[config.mk]
export PLATFORM = sky130hd
export DESIGN_NAME = decode_hazard_scoreboard_flat
export DESIGN_NICKNAME = d
export VERILOG_FILES = /design/src/rtl/decode_hazard_scoreboard_if.sv /design/src/rtl/decode_hazard_scoreboard.sv /design/src/flat_wrapper.sv
export SDC_FILE = /design/constraint.sdc
export NUM_CORES = 1
export LEC_CHECK = 0
export ABC_AREA = 1
export ABC_CLOCK_PERIOD_IN_PS = 4900
export BUFFER_PORTS_ARGS = -buffer_cell sky130_fd_sc_hd__clkbuf_2
export CAP_MARGIN = 25
export CORE_MARGIN = 2
export CORE_UTILIZATION = 48
export DETAILED_ROUTE_END_ITERATION = 7
export GPL_ROUTABILITY_DRIVEN = 1
export PLACE_DENSITY = 0.76
export SYNTH_ARGS = -nofsm -noshare
export SYNTH_HDL_FRONTEND = slang
export SYNTH_SLANG_ARGS = --single-unit
[constraint.sdc]
create_clock -name clk -period 4.9 [get_ports clk]
set_input_delay 1.225 -clock clk [delete_from_list [all_inputs] [get_ports clk]]
set_output_delay 1.225 -clock clk [all_outputs]
set_load 0.1 [all_outputs]
[src/rtl/decode_hazard_scoreboard_if.sv]
// -----------------------------------------------------------------------------
// decode_hazard_scoreboard_if
// Bundles the decode-side fields, write-back notifications and scoreboard
// outputs exchanged between the control unit and the hazard scoreboard.
//   master : control unit / pipeline side (drives decode + WB fields)
//   slave  : scoreboard side (drives stall/issue/busy/timeout)
// Signals:
//   id_valid, id_rs1[4:0], id_rs2[4:0], id_rd[4:0], id_use_rs1, id_use_rs2,
//   id_src_vec, id_wr_scalar, id_wr_vec, flush     decode stage fields
//   wb_wr_scalar, wb_wr_vec, wb_rd[4:0]             write-back notification
//   stall, issue, busy_scalar[31:0], busy_vec[31:0], timeout_err  status
// -----------------------------------------------------------------------------
interface decode_hazard_scoreboard_if;
  logic        id_valid;
  logic [4:0]  id_rs1;
  logic [4:0]  id_rs2;
  logic [4:0]  id_rd;
  logic        id_use_rs1;
  logic        id_use_rs2;
  logic        id_src_vec;
  logic        id_wr_scalar;
  logic        id_wr_vec;
  logic        flush;
  logic        wb_wr_scalar;
  logic        wb_wr_vec;
  logic [4:0]  wb_rd;
  logic        stall;
  logic        issue;
  logic [31:0] busy_scalar;
  logic [31:0] busy_vec;
  logic        timeout_err;

  modport master (
    output id_valid, id_rs1, id_rs2, id_rd, id_use_rs1, id_use_rs2,
           id_src_vec, id_wr_scalar, id_wr_vec, flush,
           wb_wr_scalar, wb_wr_vec, wb_rd,
    input  stall, issue, busy_scalar, busy_vec, timeout_err
  );

  modport slave (
    input  id_valid, id_rs1, id_rs2, id_rd, id_use_rs1, id_use_rs2,
           id_src_vec, id_wr_scalar, id_wr_vec, flush,
           wb_wr_scalar, wb_wr_vec, wb_rd,
    output stall, issue, busy_scalar, busy_vec, timeout_err
  );
endinterface

[src/rtl/decode_hazard_scoreboard.sv]
// -----------------------------------------------------------------------------
// decode_hazard_scoreboard
// Scoreboard / stall controller for the decode stage. Keeps a pending-write
// counter for each of the 32 scalar and 32 vector registers between decode
// issue and write-back, and stalls decode on RAW hazards or when the
// destination counter is saturated. No forwarding.
//
// Ports:
//   clk   in  clock, rising edge
//   rst   in  asynchronous reset, active-high
//   bus   slave modport of decode_hazard_scoreboard_if (decode fields, WB
//         fields, stall/issue/busy_scalar/busy_vec/timeout_err)
//
// Parameters:
//   CNT_W        width of each pending counter (max 2**CNT_W-1 writes in flight)
//   R0_ZERO      1: scalar r0 is hardwired, never busy, never a hazard
//   STALL_LIMIT  consecutive stall cycles that raise timeout_err
//
// Optional feature macro: STALL_TIMEOUT_EN
//   defined   : stall watchdog active, timeout_err sticky until rst
//   undefined : watchdog removed, timeout_err tied to 0
//
// FSM:
//   state    | meaning
//   ST_RUN   | decode flowing (or idle)
//   ST_STALL | decode held by a hazard; watchdog counting
// -----------------------------------------------------------------------------
module decode_hazard_scoreboard #(
  parameter int CNT_W       = 2,
  parameter int R0_ZERO     = 1,
  parameter int STALL_LIMIT = 64
) (
  input  logic                        clk,
  input  logic                        rst,
  decode_hazard_scoreboard_if.slave   bus
);

  localparam logic [CNT_W-1:0] CNT_MAX = '1;
  localparam logic [CNT_W-1:0] CNT_ONE = CNT_W'(1);
  localparam logic             R0_HW   = (R0_ZERO != 0);

  typedef enum logic {
    ST_RUN   = 1'b0,
    ST_STALL = 1'b1
  } state_t;

  state_t state, state_nxt;

  logic [CNT_W-1:0] cnt_scalar [32];
  logic [CNT_W-1:0] cnt_vec    [32];

  logic [31:0] busy_s, busy_v;
  logic [31:0] inc_s, dec_s, inc_v, dec_v;
  logic        src1_busy, src2_busy;
  logic        raw, sat, hazard;
  logic        stall, issue;

  // Busy flags straight from the registered counters: a register is still
  // busy during the cycle its last write-back happens (no WB bypass).
  always_comb begin
    busy_s = '0;
    busy_v = '0;
    for (int i = 0; i < 32; i++) begin
      busy_s[i] = |cnt_scalar[i];
      busy_v[i] = |cnt_vec[i];
    end
  end

  // Source lookups; scalar r0 reads are never hazards when hardwired.
  always_comb begin
    src1_busy = 1'b0;
    src2_busy = 1'b0;
    if (bus.id_src_vec) begin
      src1_busy = busy_v[bus.id_rs1];
      src2_busy = busy_v[bus.id_rs2];
    end else begin
      src1_busy = busy_s[bus.id_rs1] & ~(R0_HW & (bus.id_rs1 == 5'd0));
      src2_busy = busy_s[bus.id_rs2] & ~(R0_HW & (bus.id_rs2 == 5'd0));
    end
  end

  // Destination saturation guards against counter wrap on back-to-back
  // writers (WAW). Lower pending counts are fine since WB completes in order.
  always_comb begin
    raw = (bus.id_use_rs1 & src1_busy) | (bus.id_use_rs2 & src2_busy);
    sat = (bus.id_wr_scalar & ~(R0_HW & (bus.id_rd == 5'd0)) &
           (cnt_scalar[bus.id_rd] == CNT_MAX)) |
          (bus.id_wr_vec & (cnt_vec[bus.id_rd] == CNT_MAX));
    hazard = raw | sat;
    stall  = bus.id_valid &  hazard & ~bus.flush;
    issue  = bus.id_valid & ~hazard & ~bus.flush;
  end

  // One-hot increment/decrement requests per register. Decrements at zero are
  // masked so a stray WB leaves the counter at 0.
  always_comb begin
    inc_s = '0;
    inc_v = '0;
    dec_s = '0;
    dec_v = '0;
    if (issue && bus.id_wr_scalar) inc_s = 32'd1 << bus.id_rd;
    if (issue && bus.id_wr_vec)    inc_v = 32'd1 << bus.id_rd;
    if (R0_HW) inc_s[0] = 1'b0;
    if (bus.wb_wr_scalar) dec_s = (32'd1 << bus.wb_rd) & busy_s;
    if (bus.wb_wr_vec)    dec_v = (32'd1 << bus.wb_rd) & busy_v;
  end

  always_ff @(posedge clk or posedge rst) begin
    if (rst) begin
      for (int i = 0; i < 32; i++) begin
        cnt_scalar[i] <= '0;
        cnt_vec[i]    <= '0;
      end
    end else begin
      for (int i = 0; i < 32; i++) begin
        case ({inc_s[i], dec_s[i]})
          2'b10:   cnt_scalar[i] <= cnt_scalar[i] + CNT_ONE;
          2'b01:   cnt_scalar[i] <= cnt_scalar[i] - CNT_ONE;
          default: cnt_scalar[i] <= cnt_scalar[i];
        endcase
        case ({inc_v[i], dec_v[i]})
          2'b10:   cnt_vec[i] <= cnt_vec[i] + CNT_ONE;
          2'b01:   cnt_vec[i] <= cnt_vec[i] - CNT_ONE;
          default: cnt_vec[i] <= cnt_vec[i];
        endcase
      end
    end
  end

  always_ff @(posedge clk or posedge rst) begin
    if (rst) state <= ST_RUN;
    else     state <= state_nxt;
  end

  always_comb begin
    state_nxt = state;
    case (state)
      ST_RUN: begin
        if (stall) state_nxt = ST_STALL;
      end
      ST_STALL: begin
        if (!hazard || !bus.id_valid || bus.flush) state_nxt = ST_RUN;
      end
      default: state_nxt = ST_RUN;
    endcase
  end

`ifdef STALL_TIMEOUT_EN
  localparam int SC_W = $clog2(STALL_LIMIT + 1);
  localparam logic [SC_W-1:0] SC_LIMIT = SC_W'(STALL_LIMIT);

  logic [SC_W-1:0] stall_cnt, stall_cnt_nxt;
  logic            timeout_q;

  // Counts cycles spent in ST_STALL; cleared whenever the FSM heads to RUN.
  always_comb begin
    stall_cnt_nxt = stall_cnt;
    if (state_nxt == ST_RUN)
      stall_cnt_nxt = '0;
    else if (state == ST_STALL && stall_cnt != SC_LIMIT)
      stall_cnt_nxt = stall_cnt + SC_W'(1);
  end

  always_ff @(posedge clk or posedge rst) begin
    if (rst) begin
      stall_cnt <= '0;
      timeout_q <= 1'b0;
    end else begin
      stall_cnt <= stall_cnt_nxt;
      if (stall_cnt_nxt == SC_LIMIT) timeout_q <= 1'b1;
    end
  end

  assign bus.timeout_err = timeout_q;
`else
  assign bus.timeout_err = 1'b0;
`endif

  assign bus.stall       = stall;
  assign bus.issue       = issue;
  assign bus.busy_scalar = busy_s;
  assign bus.busy_vec    = busy_v;

endmodule

[src/flat_wrapper.sv]
// flat-port wrapper written by rule: the top's interface ports become plain ports
module decode_hazard_scoreboard_flat 
#(
  parameter int CNT_W       = 2,
  parameter int R0_ZERO     = 1,
  parameter int STALL_LIMIT = 64
)
  (clk, rst, bus_id_valid, bus_id_rs1, bus_id_rs2, bus_id_rd, bus_id_use_rs1, bus_id_use_rs2, bus_id_src_vec, bus_id_wr_scalar, bus_id_wr_vec, bus_flush, bus_wb_wr_scalar, bus_wb_wr_vec, bus_wb_rd, bus_stall, bus_issue, bus_busy_scalar, bus_busy_vec, bus_timeout_err);
  decode_hazard_scoreboard_if bus_i ();
  input  logic clk;
  input  logic rst;
  input wire logic [$bits(bus_i.id_valid)-1:0] bus_id_valid;
  input wire logic [$bits(bus_i.id_rs1)-1:0] bus_id_rs1;
  input wire logic [$bits(bus_i.id_rs2)-1:0] bus_id_rs2;
  input wire logic [$bits(bus_i.id_rd)-1:0] bus_id_rd;
  input wire logic [$bits(bus_i.id_use_rs1)-1:0] bus_id_use_rs1;
  input wire logic [$bits(bus_i.id_use_rs2)-1:0] bus_id_use_rs2;
  input wire logic [$bits(bus_i.id_src_vec)-1:0] bus_id_src_vec;
  input wire logic [$bits(bus_i.id_wr_scalar)-1:0] bus_id_wr_scalar;
  input wire logic [$bits(bus_i.id_wr_vec)-1:0] bus_id_wr_vec;
  input wire logic [$bits(bus_i.flush)-1:0] bus_flush;
  input wire logic [$bits(bus_i.wb_wr_scalar)-1:0] bus_wb_wr_scalar;
  input wire logic [$bits(bus_i.wb_wr_vec)-1:0] bus_wb_wr_vec;
  input wire logic [$bits(bus_i.wb_rd)-1:0] bus_wb_rd;
  output wire logic [$bits(bus_i.stall)-1:0] bus_stall;
  output wire logic [$bits(bus_i.issue)-1:0] bus_issue;
  output wire logic [$bits(bus_i.busy_scalar)-1:0] bus_busy_scalar;
  output wire logic [$bits(bus_i.busy_vec)-1:0] bus_busy_vec;
  output wire logic [$bits(bus_i.timeout_err)-1:0] bus_timeout_err;
  assign bus_i.id_valid = bus_id_valid;
  assign bus_i.id_rs1 = bus_id_rs1;
  assign bus_i.id_rs2 = bus_id_rs2;
  assign bus_i.id_rd = bus_id_rd;
  assign bus_i.id_use_rs1 = bus_id_use_rs1;
  assign bus_i.id_use_rs2 = bus_id_use_rs2;
  assign bus_i.id_src_vec = bus_id_src_vec;
  assign bus_i.id_wr_scalar = bus_id_wr_scalar;
  assign bus_i.id_wr_vec = bus_id_wr_vec;
  assign bus_i.flush = bus_flush;
  assign bus_i.wb_wr_scalar = bus_wb_wr_scalar;
  assign bus_i.wb_wr_vec = bus_wb_wr_vec;
  assign bus_i.wb_rd = bus_wb_rd;
  assign bus_stall = bus_i.stall;
  assign bus_issue = bus_i.issue;
  assign bus_busy_scalar = bus_i.busy_scalar;
  assign bus_busy_vec = bus_i.busy_vec;
  assign bus_timeout_err = bus_i.timeout_err;
  decode_hazard_scoreboard #(.CNT_W(CNT_W), .R0_ZERO(R0_ZERO), .STALL_LIMIT(STALL_LIMIT)) u_core (.clk(clk), .rst(rst), .bus(bus_i));
endmodule
==> impl_metrics.toml, run 1 <==
[detailed_routing]
ant_nets = 0
drt-wirelength-per-cell_um = 21.2
drc_errors = 0
first_iter_violations = 1410
vias = 10900
drtPass1Iterations = 8
routed_wl_um = 38600
viasPerCell = 6.00

[clocking]
cts_buffers = 17
postCtsSetupRepairBufs = 0
cts_tree = "done"
path_clk_slew_ns = 0.06
clk_latency_ns = 0.44
hold_buffers = 0
clock-sinks = 128
h-tree-depth = 4
clk_path_buf_depth = 2
cts-resized-gates = 0
clockRootBuffer = "clkbuf_16"

[yosys]
netlist-cell-type-count = 29
yosys_warnings = 0
ys_ff_latch = 128
synth_edf_count = 0
async_reset_ff_share_pct = 100
yosysMostFrequentCell = "nand2_1"
synth.area.top_cells = "dfrtp_1 31%, nand2_1 13%, ha_1 7.9%"
syn_inst = 1457
postSynthNetCount = 1552
synth_ff_type = "dfrtp_1"
synth_area_per_cell_um2 = 6.99
synthesis.area_mm2 = 0.0102
synth_top_cell_by_area = "dfrtp_1"
synth_common_cells = "344 x nand2_1, 149 x nor2_1, 135 x inv_1"
synth_top_area_share_pct = 31.4
synth-seq-area-share_pct = 31.4

[pwr]
total_leakage_power_nw = 5.71
power_mw = 5.83
powerDensity_mw_per_mm2 = 502
ir_drop_mv = 0.682

[placement]
post-place-ws_ns = 0.163
post-place-cells = 1790
hpwlAfterDp_um = 28300
dpl_cell_area_mm2 = 0.0110
port_buffers = 96
gp_congestion = 1.01

[global_routing]
grt_antenna_before_repair = 0
grt_pass1_wl_um = 58800
track_usage_pct = 34.9
grt-ovfl-total = 0
first_global_vias = 10300
grt_max_degree = 70

[setup_path]
crit_chain = "clkbuf_2 -> nand2_2 -> inv_2 -> nand2_1 -> nand4_1 -> nand2_1 -> nand2_1 -> nand3_1 -> nand3_1 -> nand3_1 -> nand2_1 -> nor2_4 -> nor3_2 -> buf_12"
critPathMaxStageDelay_ns = 0.46
path_delay_family = "simple AND/OR/NAND/NOR gates"
crit_top_cell = "nand2_1"
worstPathRequired_ns = 3.67
slowest_stage = "inv_2"
end_kind = "primary output"
start_kind = "input pin"
cp.arrival_ns = 3.63
critical_path_class = "in -> out"
path_buf_inv = 3
crit_fanout = 23

[timing]
post-route-min-period_ns = 4.85
slew_violations = 0
worstMarginPinSlew_ns = 0.992
rsz0062_at_grt = "yes"
max_freq_mhz = 206
skew_ns = 0.0114
finalHoldViolCount = 0
post-route-period-util_pct = 99.0
setup-violations-final = 0
slew_headroom_pct = 33.4
layout_setup_ws_ns = 0.0479

[cells_and_area]
fin_nets = 1629
antenna_cells = 0
layout-drive-gt1-share_pct = 11.4
area_growth_pct = 14.0
final-seq-area_mm2 = 0.00320
multi_input_area_mm2 = 0.00613
final_cells = 1822
fillers = 2069
fin_area_mm2 = 0.0116

[status]
status = "complete, no violations"

[run]
drv_cap = 0

[floorplanning]
die_x_um = 150
start_util_pct = 48.6
die-area_mm2 = 0.0224
die_y_um = 150
core-area_mm2 = 0.0210
pin_count = 98
rows = 53

[hold_path]
hold_path.class = "reg -> reg"
==> where the power goes <==
group | switching (mW) | internal [mW]
Sequential | 0.364 | 1.37
Clock | 0.536 | 0.858
Combinational | 2.16 | 0.539
Total | 3.06 | 2.77
==> registers in the layout, indices dropped and copies added, names as in the netlist <==
name / count
u_core.cnt_vec: 64
u_core.cnt_scalar: 64
==> final timing paths <==
kind / startpoint / cells after the start / slack (ns) / endpoint
min reg2reg: u_core.cnt_vec[55] / 1 / 0.50 / u_core.cnt_vec[55]
max in group asynchronous: rst / 3 / 2.95 / u_core.cnt_vec[61]
min in group asynchronous: rst / 2 / 0.97 / u_core.cnt_vec[52]
min: u_core.cnt_vec[55] / 1 / 0.50 / u_core.cnt_vec[55]
max reg2reg: u_core.cnt_vec[52] / 17 / 1.19 / u_core.cnt_vec[63]
max: bus_id_rd[0] / 14 / 0.05 / bus_stall
==> final cells by class <==
type / instances / area share [%]
Timing Repair Buffer: 127 / 6.62
Sequential cell: 128 / 27.6
Clock inverter: 15 / 1.79
Clock buffer: 17 / 3.66
Inverter: 142 / 4.61
Tap cell: 275 / 2.96
Multi-Input combinational cell: 1118 / 52.8
==> layout by cell type, fill, tap and decap left out <==
master	netlist	layout
inv_2	4	4
nand3_1	100	100
nor3_2	0	1
ha_1	64	64
a21oi_1	92	92
xnor2_1	91	91
or2_2	1	1
clkinv_1	3	3
inv_4	0	1
clkbuf_16	0	17
inv_6	0	4
clkbuf_2	0	94
xor2_1	36	36
conb_1	1	1
nor2_1	149	145
nor3_1	42	41
nor2_4	1	3
o21ai_1	1	1
bufinv_16	0	4
a22oi_1	2	2
o21ai_0	74	74
inv_1	135	134
nand4_1	106	106
nand2_1	344	344
clkinvlp_4	0	1
clkinv_2	0	2
nand3b_1	1	1
buf_4	8	29
nand2_2	1	1
nor4_1	4	4
nor2_2	4	6
clkinv_4	0	4
buf_12	0	4
dfrtp_1	128	128
o211ai_1	4	4
==> kinds of logic after synthesis <==
kind of cell / share of synthesized area (%)
AND/OR/NAND/NOR: 32.5
buffers and inverters: 8.64
AO/OA/AOI/OAI: 8.65
flip-flops: 31.4
XOR/XNOR: 10.9
adder cells (fa/ha/maj): 7.86
other: 0.0368
==> per-layer routing <==
layer	track usage [%]	wire, um
met5	0	0
met4	18.9	2270
met3	7.07	3910
met2	53.7	17100
met1	46.2	15300
==> metrics by stage <==
| stage | TNS [ns] | hold slack, ns | util, % |
|---|---|---|---|
| after global routing | -0.0667 | 0.519 | 55.4 |
| after detailed placement | 0 | 0.485 | 52.4 |
| after CTS | 0 | 0.498 | 55.4 |
| after global placement | 0 | 0.485 | 52.4 |
| after floorplan | 0 | 0.460 | - |
| final | 0 | 0.500 | 55.4 |
No activity file was read; power rests on OpenSTA's default activity.
==> run 2, diff against run 1 <==
--- a/config.mk
+++ b/config.mk
@@ -6,7 +6,7 @@
 export NUM_CORES = 1
 export LEC_CHECK = 0
 export ABC_AREA = 1
-export ABC_CLOCK_PERIOD_IN_PS = 4900
+export ABC_CLOCK_PERIOD_IN_PS = 4290
 export BUFFER_PORTS_ARGS = -buffer_cell sky130_fd_sc_hd__clkbuf_2
 export CAP_MARGIN = 25
 export CORE_MARGIN = 2
==> constraint.sdc (replaced) <==
create_clock -name clk -period 4.29 [get_ports clk]
set_input_delay 1.0725 -clock clk [delete_from_list [all_inputs] [get_ports clk]]
set_output_delay 1.0725 -clock clk [all_outputs]
set_load 0.1 [all_outputs]
==> impl_metrics.toml, run 2 (same netlist as run 1, synthesis figures left out) <==
[placement]
dpl_cell_area_mm2 = 0.0111
gp_congestion = 0.938
hpwlAfterDp_um = 27700
post-place-cells = 1799
port_buffers = 96

[clocking]
cts_tree = "done"
hold_buffers = 0
clock-sinks = 128
path_clk_slew_ns = 0.05
clk_path_buf_depth = 2
clk_latency_ns = 0.43
cts_buffers = 17
clockRootBuffer = "clkbuf_16"
h-tree-depth = 4

[floorplanning]
rows = 53
die_x_um = 150
die-area_mm2 = 0.0224
start_util_pct = 48.6
core-area_mm2 = 0.0210
pin_count = 98
die_y_um = 150

[cells_and_area]
antenna_cells = 0
most-common-layout-cells = "343 x nand2_1, 145 x nor2_1, 134 x inv_1, 128 x dfrtp_1, 106 x nand4_1"
reg_top3 = "u_core.cnt_scalar: 64 flops, u_core.cnt_vec: 64 flops"
layout-drive-gt1-share_pct = 12.0
final_common_cell = "nand2_1"
final_cells = 1831
fin_nets = 1640
fillers = 2036
fin_area_mm2 = 0.0118
area_growth_pct = 15.8

[timing]
slew_violations = 0
slew_headroom_pct = 42.6
finalHoldViolCount = 0
setup-violations-final = 0
post-route-period-util_pct = 96.5
skew_ns = 0.00999
max_freq_mhz = 242
whs_ns = 0.493
rsz0062_at_grt = "no"
worstMarginPinSlew_ns = 0.859
tns_ns = 0
post-route-min-period_ns = 4.14

[global_routing]
track_usage_pct = 33.4
grt_antenna_before_repair = 0
grt_max_degree = 64
first_global_vias = 10100
grt-ovfl-total = 0
grt_pass1_wl_um = 56700

[detailed_routing]
routed_wl_um = 37300
drc_errors = 0
first_iter_violations = 1336
viasPerCell = 5.91
vias = 10800
drtPass1Iterations = 6
ant_nets = 0
drt-wirelength-per-cell_um = 20.4

[hold_path]
hold_path.class = "reg -> reg"
hold_depth = 1

[setup_path]
r2r_cells = 17
end_kind = "primary output"
start_kind = "input pin"
cp.arrival_ns = 3.07
crit_chain = "clkbuf_4 -> inv_4 -> nor2_4 -> buf_12 -> nand2_1 -> nand4_1 -> nand3_2 -> nand2_1 -> nand2_1 -> nand3_1 -> nand3_1 -> nand2_1 -> nor2_4 -> buf_4 -> nor3_4 -> buf_12"
critical_path_class = "in -> out"
worstPathRequired_ns = 3.22
slowest_stage = "nor2_4"
crit_fanout = 10
critPathMaxStageDelay_ns = 0.25
crit_top_cell = "nand2_1"

[run]
drv_cap = 0

[pwr]
power_mw = 6.47
ir_drop_mv = 0.603
powerDensity_mw_per_mm2 = 548
total_leakage_power_nw = 5.77

[status]
status = "complete, no violations"
[run 2: cell count changes in the layout (fill, tap and decap cells not counted), moves of 2 or more]
cell / delta
clkbuf_2: -2
clkbuf_16: +2
buf_12: +7
clkbuf_4: +2
clkinvlp_4: +5
clkbuf_8: +3
bufinv_16: -2
inv_6: -4
clkinv_4: -4
[run 2: area by class of cell]
| cell class | count | area [um2] | area share (%) |
|---|---|---|---|
| Clock buffer | 20 | 467 | 3.96 |
| Inverter | 142 | 539 | 4.57 |
| Tap cell | 275 | 344 | 2.92 |
| Multi-Input combinational cell | 1118 | 6150 | 52.1 |
| Sequential cell | 128 | 3200 | 27.2 |
| Timing Repair Buffer | 138 | 982 | 8.33 |
| Clock inverter | 10 | 113 | 0.955 |
[run 2: stage by stage]
stage          worst slack (ns)  utilization (%)
5_1_grt                  0.0151             56.3
2_1_floorplan             0.136                -
6_report                  0.151             56.3
4_1_cts                   0.122             56.0
3_3_place_gp              0.148             53.1
3_5_place_dp             0.0875             53.2
[run 2: where the power goes]
group / internal, mW / switching, mW / total [mW]
clock network: 0.890 / 0.564 / 1.45
registers: 1.57 / 0.392 / 1.96
logic: 0.640 / 2.42 / 3.06
[run 2: repair_timing]
item / in CTS / in global routing
setup buffers: 0 / 0
setup endpoints to repair: 0 / 2
endpoints found under the hold margin: 0 / 0
resized for setup: 0 / 8
[run 2: path summary, 6_finish.rpt]
kind	to	slack, ns	from
max in group asynchronous	u_core.cnt_scalar[30]	3.22	rst
min in group asynchronous	u_core.cnt_vec[54]	0.57	rst
setup reg to reg	u_core.cnt_scalar[7]	0.76	u_core.cnt_vec[54]
setup / recovery	bus_stall	0.15	bus_id_rd[1]
hold reg to reg	u_core.cnt_scalar[3]	0.49	u_core.cnt_scalar[3]
hold / removal	u_core.cnt_scalar[3]	0.49	u_core.cnt_scalar[3]
[run 2: critical path: cells and delay by family]
kind	cells	cell delay [ns]
simple gates	11	1.20
buf+inv	5	0.77
[run 2: per-layer routing]
layer	up-vias	part of all wire [%]	global-route usage, %
li1	5015	-	-
met1	5051	40	44.0
met2	617	43	50.9
met3	140	9.8	7.23
met4	0	6.8	18.9
met5	-	0	0
==> run 3, diff against run 2 <==
--- a/config.mk
+++ b/config.mk
@@ -14,6 +14,7 @@
 export DETAILED_ROUTE_END_ITERATION = 7
 export GPL_ROUTABILITY_DRIVEN = 1
 export PLACE_DENSITY = 0.76
+export REMOVE_ABC_BUFFERS = 1
 export SYNTH_ARGS = -nofsm -noshare
 export SYNTH_HDL_FRONTEND = slang
 export SYNTH_SLANG_ARGS = --single-unit
==> impl_metrics.toml, run 3 (same netlist as run 1, synthesis figures left out) <==
[pwr]
power_mw = 6.61
powerDensity_mw_per_mm2 = 558
total_leakage_power_nw = 5.84
ir_drop_mv = 0.553

[floorplanning]
pin_count = 98
die_y_um = 150
core-area_mm2 = 0.0210
start_util_pct = 48.6
die_x_um = 150
rows = 53
die-area_mm2 = 0.0224

[hold_path]
holdPathEnd = "u_core.cnt_scalar[29]"
hp-start = "u_core.cnt_scalar[29]"
hold_depth = 1
hold_path.class = "reg -> reg"

[run]
drv_cap = 0

[setup_path]
reg2reg_setup_slack_ns = 0.92
worstPathRequired_ns = 3.22
start_kind = "input pin"
end_kind = "primary output"
cp.arrival_ns = 3.16
crit_top_cell = "nand2_1"
crit_chain = "clkbuf_2 -> nand2_2 -> buf_4 -> nor2_1 -> a21oi_1 -> nand2_1 -> nand2_1 -> nand2_1 -> nand3_1 -> nand3_1 -> nand3_1 -> nand2_1 -> nor2_4 -> nand2_1 -> nor2_2 -> buf_12"
critPathMaxStageDelay_ns = 0.22
r2r-start = "u_core.cnt_vec[38]"
crit_fanout = 9
reg2reg_to = "u_core.cnt_vec[63]"
slowest_stage = "nor2_4"
critical_path_class = "in -> out"
r2r_cells = 18

[clocking]
hold_buffers = 0
clk_path_buf_depth = 2
h-tree-depth = 4
cts_tree = "done"
clockRootBuffer = "clkbuf_16"
cts_buffers = 17
cts-resized-gates = 0
clk_latency_ns = 0.44
postCtsSetupRepairBufs = 0
path_clk_slew_ns = 0.06
clock-sinks = 128

[cells_and_area]
reg_top3 = "u_core.cnt_scalar: 64 flops, u_core.cnt_vec: 64 flops"
finalCoreUtilization_pct = 56.5
fin_area_mm2 = 0.0118
most-common-layout-cells = "344 x nand2_1, 145 x nor2_1, 134 x inv_1, 128 x dfrtp_1, 106 x nand4_1"
area_growth_pct = 16.3
antenna_cells = 0
final_common_cell = "nand2_1"
layout-drive-gt1-share_pct = 12.4
fin_nets = 1650

[detailed_routing]
drtPass1Iterations = 7
vias = 11100
routed_wl_um = 38300
viasPerCell = 6.02
drc_errors = 0
drt-wirelength-per-cell_um = 20.8
ant_nets = 0
first_iter_violations = 1442

[global_routing]
grt-ovfl-total = 0
grt_pass1_wl_um = 58400
first_global_vias = 10400
grt_max_degree = 64
grt_antenna_before_repair = 0
track_usage_pct = 34.7

[timing]
post-route-period-util_pct = 98.6
whs_ns = 0.505
slew_violations = 0
setup-violations-final = 0
max_freq_mhz = 237
skew_ns = 0.00898
rsz0062_at_grt = "yes"
tns_ns = 0
slew_headroom_pct = 45.2
post-route-min-period_ns = 4.23
worstMarginPinSlew_ns = 0.814
finalHoldViolCount = 0

[placement]
port_buffers = 96
dpl_cell_area_mm2 = 0.0112
gp_congestion = 1.01
hpwlAfterDp_um = 27600

[status]
status = "complete, no violations"
-- run 3: final cells by class --
type                            instances  area (um2)
Multi-Input combinational cell       1118        6130
Sequential cell                       128        3200
Timing Repair Buffer                  148        1000
Fill cell                            2061        9110
Clock inverter                          9         155
Inverter                              142         536
Clock buffer                           23         478
Tap cell                              275         344
-- run 3: per-stage QoR --
step / instances / worst slack (ns)
floorplan: 1388 / -2.27
global placement: 1811 / 0.0902
detailed placement: 1811 / 0.101
CTS: 1843 / 0.103
global route: 1843 / -0.0430
finish: 1843 / 0.0621
-- run 3: where the power goes --
| group | internal (mW) | total, mW | leakage [nW] | switching [mW] |
|---|---|---|---|---|
| logic | 0.646 | 3.02 | 3.97 | 2.37 |
| registers | 1.57 | 1.99 | 1.56 | 0.420 |
| clock network | 1.02 | 1.61 | 0.307 | 0.592 |
| total | 3.23 | 6.61 | 5.84 | 3.38 |
-- run 3: critical path, delay by kind of cell --
| family | cells | cell delay [ns] |
|---|---|---|
| buf+inv | 3 | 0.56 |
| compound gates | 1 | 0.18 |
| simple gates | 12 | 1.33 |
-- run 3: worst max path at each step --
stage,start,endpoint,slack [ns],depth (start not counted)
after floorplan,bus_id_rs1[0],bus_issue,-2.27,14
after global placement,bus_id_rd[1],bus_issue,0.09,17
after detailed placement,bus_id_rd[0],bus_stall,0.10,15
after CTS,bus_id_rd[0],bus_stall,0.10,15
after global routing,bus_id_rd[1],bus_issue,-0.04,17
final,bus_id_rd[0],bus_issue,0.06,16
-- run 3: routing by layer --
layer  track usage, %  vias up  part of all wire, %  wire length, um
met2             51.4      750                   43            16300
met4             15.0        0                  4.5             1730
met3             11.6      170                   14             5170
met5                0        -                    0                0
met1             46.3     5135                   39            15100
li1                 -     5031                    -                -
